**config.mk**
```make
export PLATFORM = sky130hd
export DESIGN_NAME = delay_timer_sched
export DESIGN_NICKNAME = d
export VERILOG_FILES = /design/src/rtl/delay_timer_sched.sv
export SDC_FILE = /design/constraint.sdc
export NUM_CORES = 1
export LEC_CHECK = 0
export BUFFER_PORTS_ARGS = -buffer_cell sky130_fd_sc_hd__buf_2
export CAP_MARGIN = 15
export CORE_ASPECT_RATIO = 1.2
export CORE_MARGIN = 5
export CORE_UTILIZATION = 50
export CTS_BUF_LIST = sky130_fd_sc_hd__clkbuf_16
export CTS_CLUSTER_SIZE = 25
export DETAILED_ROUTE_END_ITERATION = 10
export PLACE_DENSITY = 0.86
export SETUP_SLACK_MARGIN = 0.02
export SKIP_LAST_GASP = 1
export SLEW_MARGIN = 0
export SYNTH_ARGS = -nofsm -noshare
export SYNTH_HDL_FRONTEND = slang
export SYNTH_SLANG_ARGS = --single-unit
export TNS_END_PERCENT = 1
```
**constraint.sdc**
```tcl
create_clock -name clk -period 3.1 [get_ports clk]
set_input_delay 0.155 -clock clk [delete_from_list [all_inputs] [get_ports clk]]
set_output_delay 0.155 -clock clk [all_outputs]
set_load 0.1 [all_outputs]
```
**src/rtl/delay_timer_sched.sv**
```systemverilog
// Shared programmable delay counter with a round-robin arbiter in front of it.
// One requester at a time owns the counter and gets a done pulse on expiry.
module delay_timer_sched #(
    parameter int NREQ  = 4,
    parameter int CBITS = 11,
    parameter int MAXN  = 1250
) (
    input  logic                  clk,
    input  logic                  rst,
    input  logic [NREQ-1:0]       req,
    input  logic [NREQ*CBITS-1:0] dly,
    output logic [NREQ-1:0]       gnt,
    output logic [NREQ-1:0]       done,
    output logic                  busy,
    output logic [CBITS-1:0]      cnt,
    output logic                  err
);

    localparam int IW = (NREQ > 1) ? $clog2(NREQ) : 1;
    localparam logic [CBITS-1:0] MAXV = CBITS'(MAXN);
    localparam logic [NREQ-1:0]  ONE  = NREQ'(1);

    typedef enum logic [1:0] {
        S_IDLE,
        S_RUN,
        S_DONE
    } state_t;

    state_t           state_q, state_d;
    logic [IW-1:0]    idx_q, idx_d;
    logic [IW-1:0]    last_q, last_d;
    logic [CBITS-1:0] len_q, len_d;
    logic [CBITS-1:0] cnt_q, cnt_d;

    logic [CBITS-1:0] dly_a [NREQ];
    logic             pick_vld;
    logic [IW-1:0]    pick;
    logic [IW-1:0]    cand;
    logic [CBITS-1:0] pick_len;

    function automatic logic [IW-1:0] wrap(input int v);
        return IW'(v % NREQ);
    endfunction

    for (genvar g = 0; g < NREQ; g++) begin : g_dly
        assign dly_a[g] = dly[g*CBITS +: CBITS];
    end

    // Walk from the farthest position back to the nearest so the
    // nearest pending requester after last_q is the one that sticks.
    always_comb begin
        pick_vld = 1'b0;
        pick     = '0;
        cand     = '0;
        for (int off = NREQ; off >= 1; off--) begin
            cand = wrap(int'(last_q) + off);
            if (req[cand]) begin
                pick_vld = 1'b1;
                pick     = cand;
            end
        end
    end

    assign pick_len = (dly_a[pick] > MAXV) ? MAXV : dly_a[pick];

    always_comb begin
        state_d = state_q;
        idx_d   = idx_q;
        last_d  = last_q;
        len_d   = len_q;
        cnt_d   = cnt_q;
        unique case (state_q)
            S_IDLE: begin
                if (pick_vld) begin
                    idx_d   = pick;
                    last_d  = pick;
                    len_d   = pick_len;
                    cnt_d   = '0;
                    state_d = S_RUN;
                end
            end
            S_RUN: begin
                if (!req[idx_q]) begin
                    cnt_d   = '0;
                    state_d = S_IDLE;
                end else if (cnt_q == len_q) begin
                    cnt_d   = '0;
                    state_d = S_DONE;
                end else begin
                    cnt_d = cnt_q + 1'b1;
                end
            end
            S_DONE: begin
                state_d = S_IDLE;
            end
            default: begin
                cnt_d   = '0;
                state_d = S_IDLE;
            end
        endcase
    end

    always_ff @(posedge clk) begin
        if (rst) begin
            state_q <= S_IDLE;
            idx_q   <= '0;
            last_q  <= IW'(NREQ - 1);
            len_q   <= '0;
            cnt_q   <= '0;
        end else begin
            state_q <= state_d;
            idx_q   <= idx_d;
            last_q  <= last_d;
            len_q   <= len_d;
            cnt_q   <= cnt_d;
        end
    end

    assign busy = (state_q != S_IDLE);
    assign gnt  = busy ? (ONE << idx_q) : '0;
    assign done = (state_q == S_DONE) ? (ONE << idx_q) : '0;
    assign cnt  = cnt_q;

    assign err = ((state_q == S_RUN) && (cnt_q > len_q))
              || ((state_q != S_RUN) && (cnt_q != '0))
              || (len_q > MAXV)
              || ((gnt & (gnt - ONE)) != '0);

    a_no_err: assert property (@(posedge clk) disable iff (rst) ##1 !err);
    a_done_onehot: assert property (@(posedge clk) $onehot0(done));

endmodule

```
## Word level (Yosys, flattened, before mapping)

Cells that the tools add are included.

| operators by class | value |
|---|---|
| $add $sub $neg | 6 |
| order comparisons | 9 |
| equality and inequality tests | 6 |
| shifts and indexed selects | 1 |
| muxes and demuxes | 32 |
| bitwise logic cells | 3 |
| reduce and logical (&&, ||, !) cells | 12 |

Operator list:

| kind | number |
|---|---|
| $mux W11 | 6 |
| $pmux W11 S3 | 1 |
| $bmux W11 S2 | 1 |
| $gt A11 B11 Y1 const B | 2 |
| $lt A2 B3 Y1 const B | 5 |
| $mux W2 | 7 |
| $add A11 B1 Y11 const B | 1 |
| $eq A11 B11 Y1 | 1 |
| $gt A11 B11 Y1 | 1 |
| $reduce_bool A11 Y1 | 1 |
| $bmux W1 S2 | 5 |
| $mux W1 | 9 |
| $mux W4 | 2 |
| $reduce_and A2 Y1 | 3 |
| $add A2 B1 Y2 const B | 2 |
| $add A2 B2 Y2 const B | 2 |
| $and A4 B4 Y4 | 1 |
| $pmux W2 S2 | 1 |
| $reduce_bool A4 Y1 | 1 |
| $shl A1 B2 Y4 const A | 1 |
| $sub A4 B1 Y4 const B | 1 |
| $ge A3 B3 Y1 const B | 1 |
| $logic_or A1 B1 Y1 | 3 |
| $ne A3 B3 Y1 const B | 1 |
| other kinds (9) | 10 |

| storage, ports and cells | value |
|---|---|
| bits in registers | 28 |
| input bits | 50 |
| output and inout bits | 21 |
| logic and storage cells | 74 |

## Depth between registers and ports, before layout

| logic depth | value |
|---|---|
| depth in word-level cells | 13 |
| mapped depth | 11 |

## Least setup slack after synthesis

OpenSTA, ideal clock, no wires.

| timing | value |
|---|---|
| kind | register to output |
| from | register cnt_q[0] (netlist: cnt[0]) |
| to | output err |
| arrival time | 4.121 ns |
| required time | 2.945 ns |
| slack | -1.176 ns |
| cell stages (with the launch flop) | 11 |
| buffers on the path | 0 |
| path through | dfxtp_1 inv_1 ha_1 nor2b_1 o21a_1 o21a_1 o21ai_0 nand2b_1 a21oi_1 o21a_1 o21ai_0 |

| on the way | value |
|---|---|
| word-level cells in the longest chain between the ends | 5 |
| elaborated cells on any way between the ends | 7 |

Ends and longest elaborated chain:

| item | RTL line | RTL |
|---|---|---|
| start: declaration | 33 | `logic [CBITS-1:0] cnt_q, cnt_d;` |
| start signal: assignment | 115 | `cnt_q <= cnt_d;` |
| $gt A11 B11 Y1 / $reduce_bool A11 Y1 (equally long branches) | 124, 125 |  |
| $logic_and A1 B1 Y1 (on tied branches) | 124, 125 |  |
| $logic_or A1 B1 Y1 (*) | 125 | `\|\| ((state_q != S_RUN) && (cnt_q != '0))` |
| $logic_or A1 B1 Y1 (*) | 126 | `\|\| (len_q > MAXV)` |
| $logic_or A1 B1 Y1 (*) | 127 | `\|\| ((gnt & (gnt - ONE)) != '0);` |
| end: declaration | 16 | `output logic err` |

Mark *: on every way between the ends. The rest lies on a longest branch, timed or not.

## Final worst setup path

| timing | value |
|---|---|
| from | register last_q[1] |
| to | register len_q[1] |

| on the way | value |
|---|---|
| word-level cells in the longest chain between the ends | 13 |
| elaborated cells on any way between the ends | 27 |

Ends and longest elaborated chain:

| item | RTL line | RTL |
|---|---|---|
| start: declaration | 31 | `logic [IW-1:0] last_q, last_d;` |
| start signal: assignment | 107 | `last_q <= IW'(NREQ - 1);` |
| start signal: assignment | 113 | `last_q <= last_d;` |
| $add A2 B1 Y2 | 56 | `cand = wrap(int'(last_q) + off);` |
| $bmux W1 S2 | 57 | `if (req[cand]) begin` |
| $mux W1 (not written as such) | 57 |  |
| $mux W2 (4 in series) | 57 |  |
| $not A2 Y3 (not written as such) | 64 | `assign pick_len = (dly_a[pick] > MAXV) ? MAXV : dly_a[pick];` |
| $bmux W11 S2 | 64 |  |
| $mux W11 (not written as such) (2 in series) | 64 |  |
| $gt A11 B11 Y1 | 64 |  |
| $mux W11 | 64 |  |
| end signal: assignment | 114 | `len_q <= len_d;` |
| end: declaration | 32 | `logic [CBITS-1:0] len_q, len_d;` |

Several ways; a longest one is shown, not always the timed one. The select of a mux whose other input is x is not followed.
A chain may end at the register's enable or synchronous reset.

==> flow_metrics.env <==
export IMPL_start_util=0.5225
export IMPL_cts_buffers=3
export IMPL_post_route_util=0.6381
export IMPL_port_buffers=70
export IMPL_grt_max_degree=25
export IMPL_die_h_um=80.58
export IMPL_num_antenna_cells=0
export IMPL_yosysWarnings=0
export IMPL_min_delay_start="rst"
export IMPL_routed_wl_mm=5.074
export IMPL_maxCapViolations=0
export IMPL_p_leak_nw=1.170
export IMPL_p_per_area_nw_per_um2=509.2
export IMPL_wl_met3_um=346
export IMPL_die_area_um2=5546
export IMPL_crit_required_ps=3280
export IMPL_finalCritPeriodShare=0.8790
export IMPL_synth_edf_count=0
export IMPL_area_growth_pct=22.12
export IMPL_wl_met2_mm=2.532
export IMPL_placedCellCount=354
export IMPL_clock_sinks=28
export IMPL_cp_max_fo=24
export IMPL_ant_nets=0
export IMPL_worst_setup_path_type="reg -> reg"
export IMPL_detailed_place_hpwl_mm=4.033
export IMPL_clkTransAtPathRegs_ps=70
export IMPL_clockBufferDepth=2
export IMPL_cp_common_cell="mux2i_1"
export IMPL_ys_seq_elements=28
export IMPL_antenna_found_initial=0
export IMPL_syn_inst=238
export IMPL_worst_pin_slew_ps=902.2
export IMPL_htreeDepth=1
export IMPL_min_path_type="in -> reg"
export IMPL_layout_nets=368
export IMPL_finClkSkew_ps=5.096
export IMPL_topRoutingLayerUsed="met4"
export IMPL_num_rows=25
export IMPL_status="complete, no violations"
export IMPL_synth_main_ff_cell="dfxtp_1"
export IMPL_total_power_mw=1.291
export IMPL_cts_resized_gates=0
export IMPL_drc=0
export IMPL_firstDrtPassIters=4
export IMPL_max_slew_margin=0.3985
export IMPL_overflow=0
export IMPL_synth_distinct_cells=50
export IMPL_grt_pass1_wl_mm=8.376
export IMPL_die_w_um=68.82
export IMPL_fin_hold_ws_ps=281.9
export IMPL_vias_per_cell=5.545
export IMPL_syn_cell_area_um2=2076
export IMPL_fin_area_um2=2535
export IMPL_synth_async_reset_ratio=0
export IMPL_slowest_delay_ps=710
export IMPL_avgRoutedWirePerCell_um=14.17
export IMPL_grt_pass1_vias=2000
export IMPL_finalCriticalPeriod_ps=2725
export IMPL_grtUsageTotal=0.1909
export IMPL_cpMaxStageDelayCell="o221ai_4"
export IMPL_gp_congestion=0.8148
export IMPL_finalSetupViolCount=0
export IMPL_final_max_slew_violation_count=0
export IMPL_critPathLaunchType="flop"
export IMPL_worstSetupStartpoint="last_q[1]"
export IMPL_drive_gt1_frac=0.2928
export IMPL_setup_tns_ps=0
export IMPL_cts_root_buf="clkbuf_16"
export IMPL_insertion_delay_ps=260
export IMPL_cp_cell_sequence="nand2b_1, a21boi_4, o221ai_4, mux2i_1, mux2i_1, and4_4, a21oi_1, a221oi_2"
export IMPL_cp_arrival_ps=2910
export IMPL_peakVddDrop_uv=199.4
export IMPL_post_layout_nonfiller_instances=358
export IMPL_cts_hold_buf=0
export IMPL_via_count=1985
export IMPL_rr_startpoint="last_q[1]"
export IMPL_dpl_instance_area_um2=2430
export IMPL_dpl_worst_slack_ps=377.6
export IMPL_rsz0062_at_grt="no"
export IMPL_cts_tree="yes"
export IMPL_drt_initial_drc_count=71
export IMPL_hold_viol_final=0
export IMPL_coreArea_um2=3973
export IMPL_cp_end_kind="flop"
export IMPL_drt_met1_wl_mm=2.076
export IMPL_cts_setup_buffers=0
export IMPL_pin_count=71
export IMPL_syn_num_nets=301
export IMPL_yosysSeqAreaShare=0.2700
export IMPL_max_freq_ghz=0.3670
export IMPL_fin_ws_ps=375.0
export IMPL_syn_avg_cell_area_um2=8.722
[kinds of logic after synthesis]
logic type                 after synthesis  share of synthesized area
AOI/OAI and AO/OA                       51                     0.1845
DFF                                     28                     0.2700
and+or+nand+nor                         84                     0.2098
buffers and inverters                   23                    0.06148
xor gates and xnor gates                 8                    0.03376
muxes                                   31                     0.1621
adders and majority gates               13                    0.07836
[per-layer routing]
| layer | vias up | track usage |
|---|---|---|
| li1 | 1004 | - |
| met1 | 897 | 0.2122 |
| met2 | 71 | 0.3477 |
| met3 | 13 | 0.03636 |
| met4 | 0 | 0.07018 |
| met5 | - | 0 |
[cells in the final DEF (no fill, tap or decap), drive strengths merged, types with 3 or more instances in the layout]
cell type | synthesis | routed
buf | 4 | 71
dfxtp | 28 | 28
nor2 | 27 | 27
mux2i | 25 | 25
a21oi | 17 | 17
inv | 14 | 14
ha | 13 | 13
nand2 | 13 | 13
nand2b | 8 | 8
o21a | 7 | 7
nand3 | 7 | 7
or3 | 6 | 6
xor2 | 6 | 6
o21ai | 6 | 6
nand4 | 5 | 5
mux2 | 5 | 5
nor3 | 4 | 4
a21o | 3 | 3
and3 | 3 | 3
clkbuf | 5 | 3
o32ai | 3 | 3
[worst max-delay path: cells and delay by family (launching register included)]
kind | cells | cell delay [ps]
AOI/OAI and AO/OA | 4 | 1080
muxes | 2 | 530
and+or+nand+nor | 2 | 520
DFF | 1 | 490
[final timing paths]
check | endpoint | slack (ps) | cells after the start
min reg2reg | len_q[9] | 460 | 2
min | idx_q[1] | 280 | 2
max | len_q[1] | 370 | 8
max reg2reg | len_q[1] | 370 | 8
[sequential cells by signal, summed over array words and instances (netlist names)]
register / flops
idx_q: 2
cnt: 11
state_q: 2
last_q: 2
len_q: 11
[Yosys cell counts, drive strengths merged, types with 2 or more instances]
| cell type | number | area (um2) |
|---|---|---|
| nand3 | 7 | 35.03 |
| or3 | 6 | 37.54 |
| and4 | 2 | 20.02 |
| o21bai | 2 | 15.01 |
| clkbuf | 5 | 18.77 |
| nor2 | 27 | 101.4 |
| nor3 | 4 | 20.02 |
| nand2 | 13 | 51.30 |
| mux2 | 5 | 60.05 |
| inv | 14 | 52.55 |
| mux2i | 25 | 250.2 |
| o32ai | 3 | 33.79 |
| o21ai | 6 | 30.03 |
| o211ai | 2 | 15.01 |
| a2111oi | 2 | 17.52 |
| dfxtp | 28 | 560.5 |
| and3 | 3 | 18.77 |
| ha | 13 | 162.7 |
| a31oi | 2 | 12.51 |
| o21a | 7 | 52.55 |
| xnor2 | 2 | 17.52 |
| xor2 | 6 | 52.55 |
| nand2b | 8 | 57.55 |
| nand3b | 2 | 15.01 |
| a21oi | 17 | 88.84 |
| nor4 | 2 | 12.51 |
| nor2b | 2 | 12.51 |
| nand4 | 5 | 31.28 |
| a21o | 3 | 22.52 |
| buf | 4 | 56.30 |
[cell type report]
type,count,area (um2)
clock buffers,3,75.07
clock inverters,1,30.03
fillers,357,1438
inverters,14,52.55
multi-input cells,187,1391
flip-flops and latches,28,560.5
well taps,54,67.56
repair buffers,71,357.8
[where the power goes]
group	switching, mW	total [mW]	internal [mW]
Clock	0.123	0.380	0.257
Sequential	0.0284	0.423	0.394
Combinational	0.294	0.488	0.194
Total	0.445	1.29	0.846
Note: power is estimated with default switching activity, not from simulation.
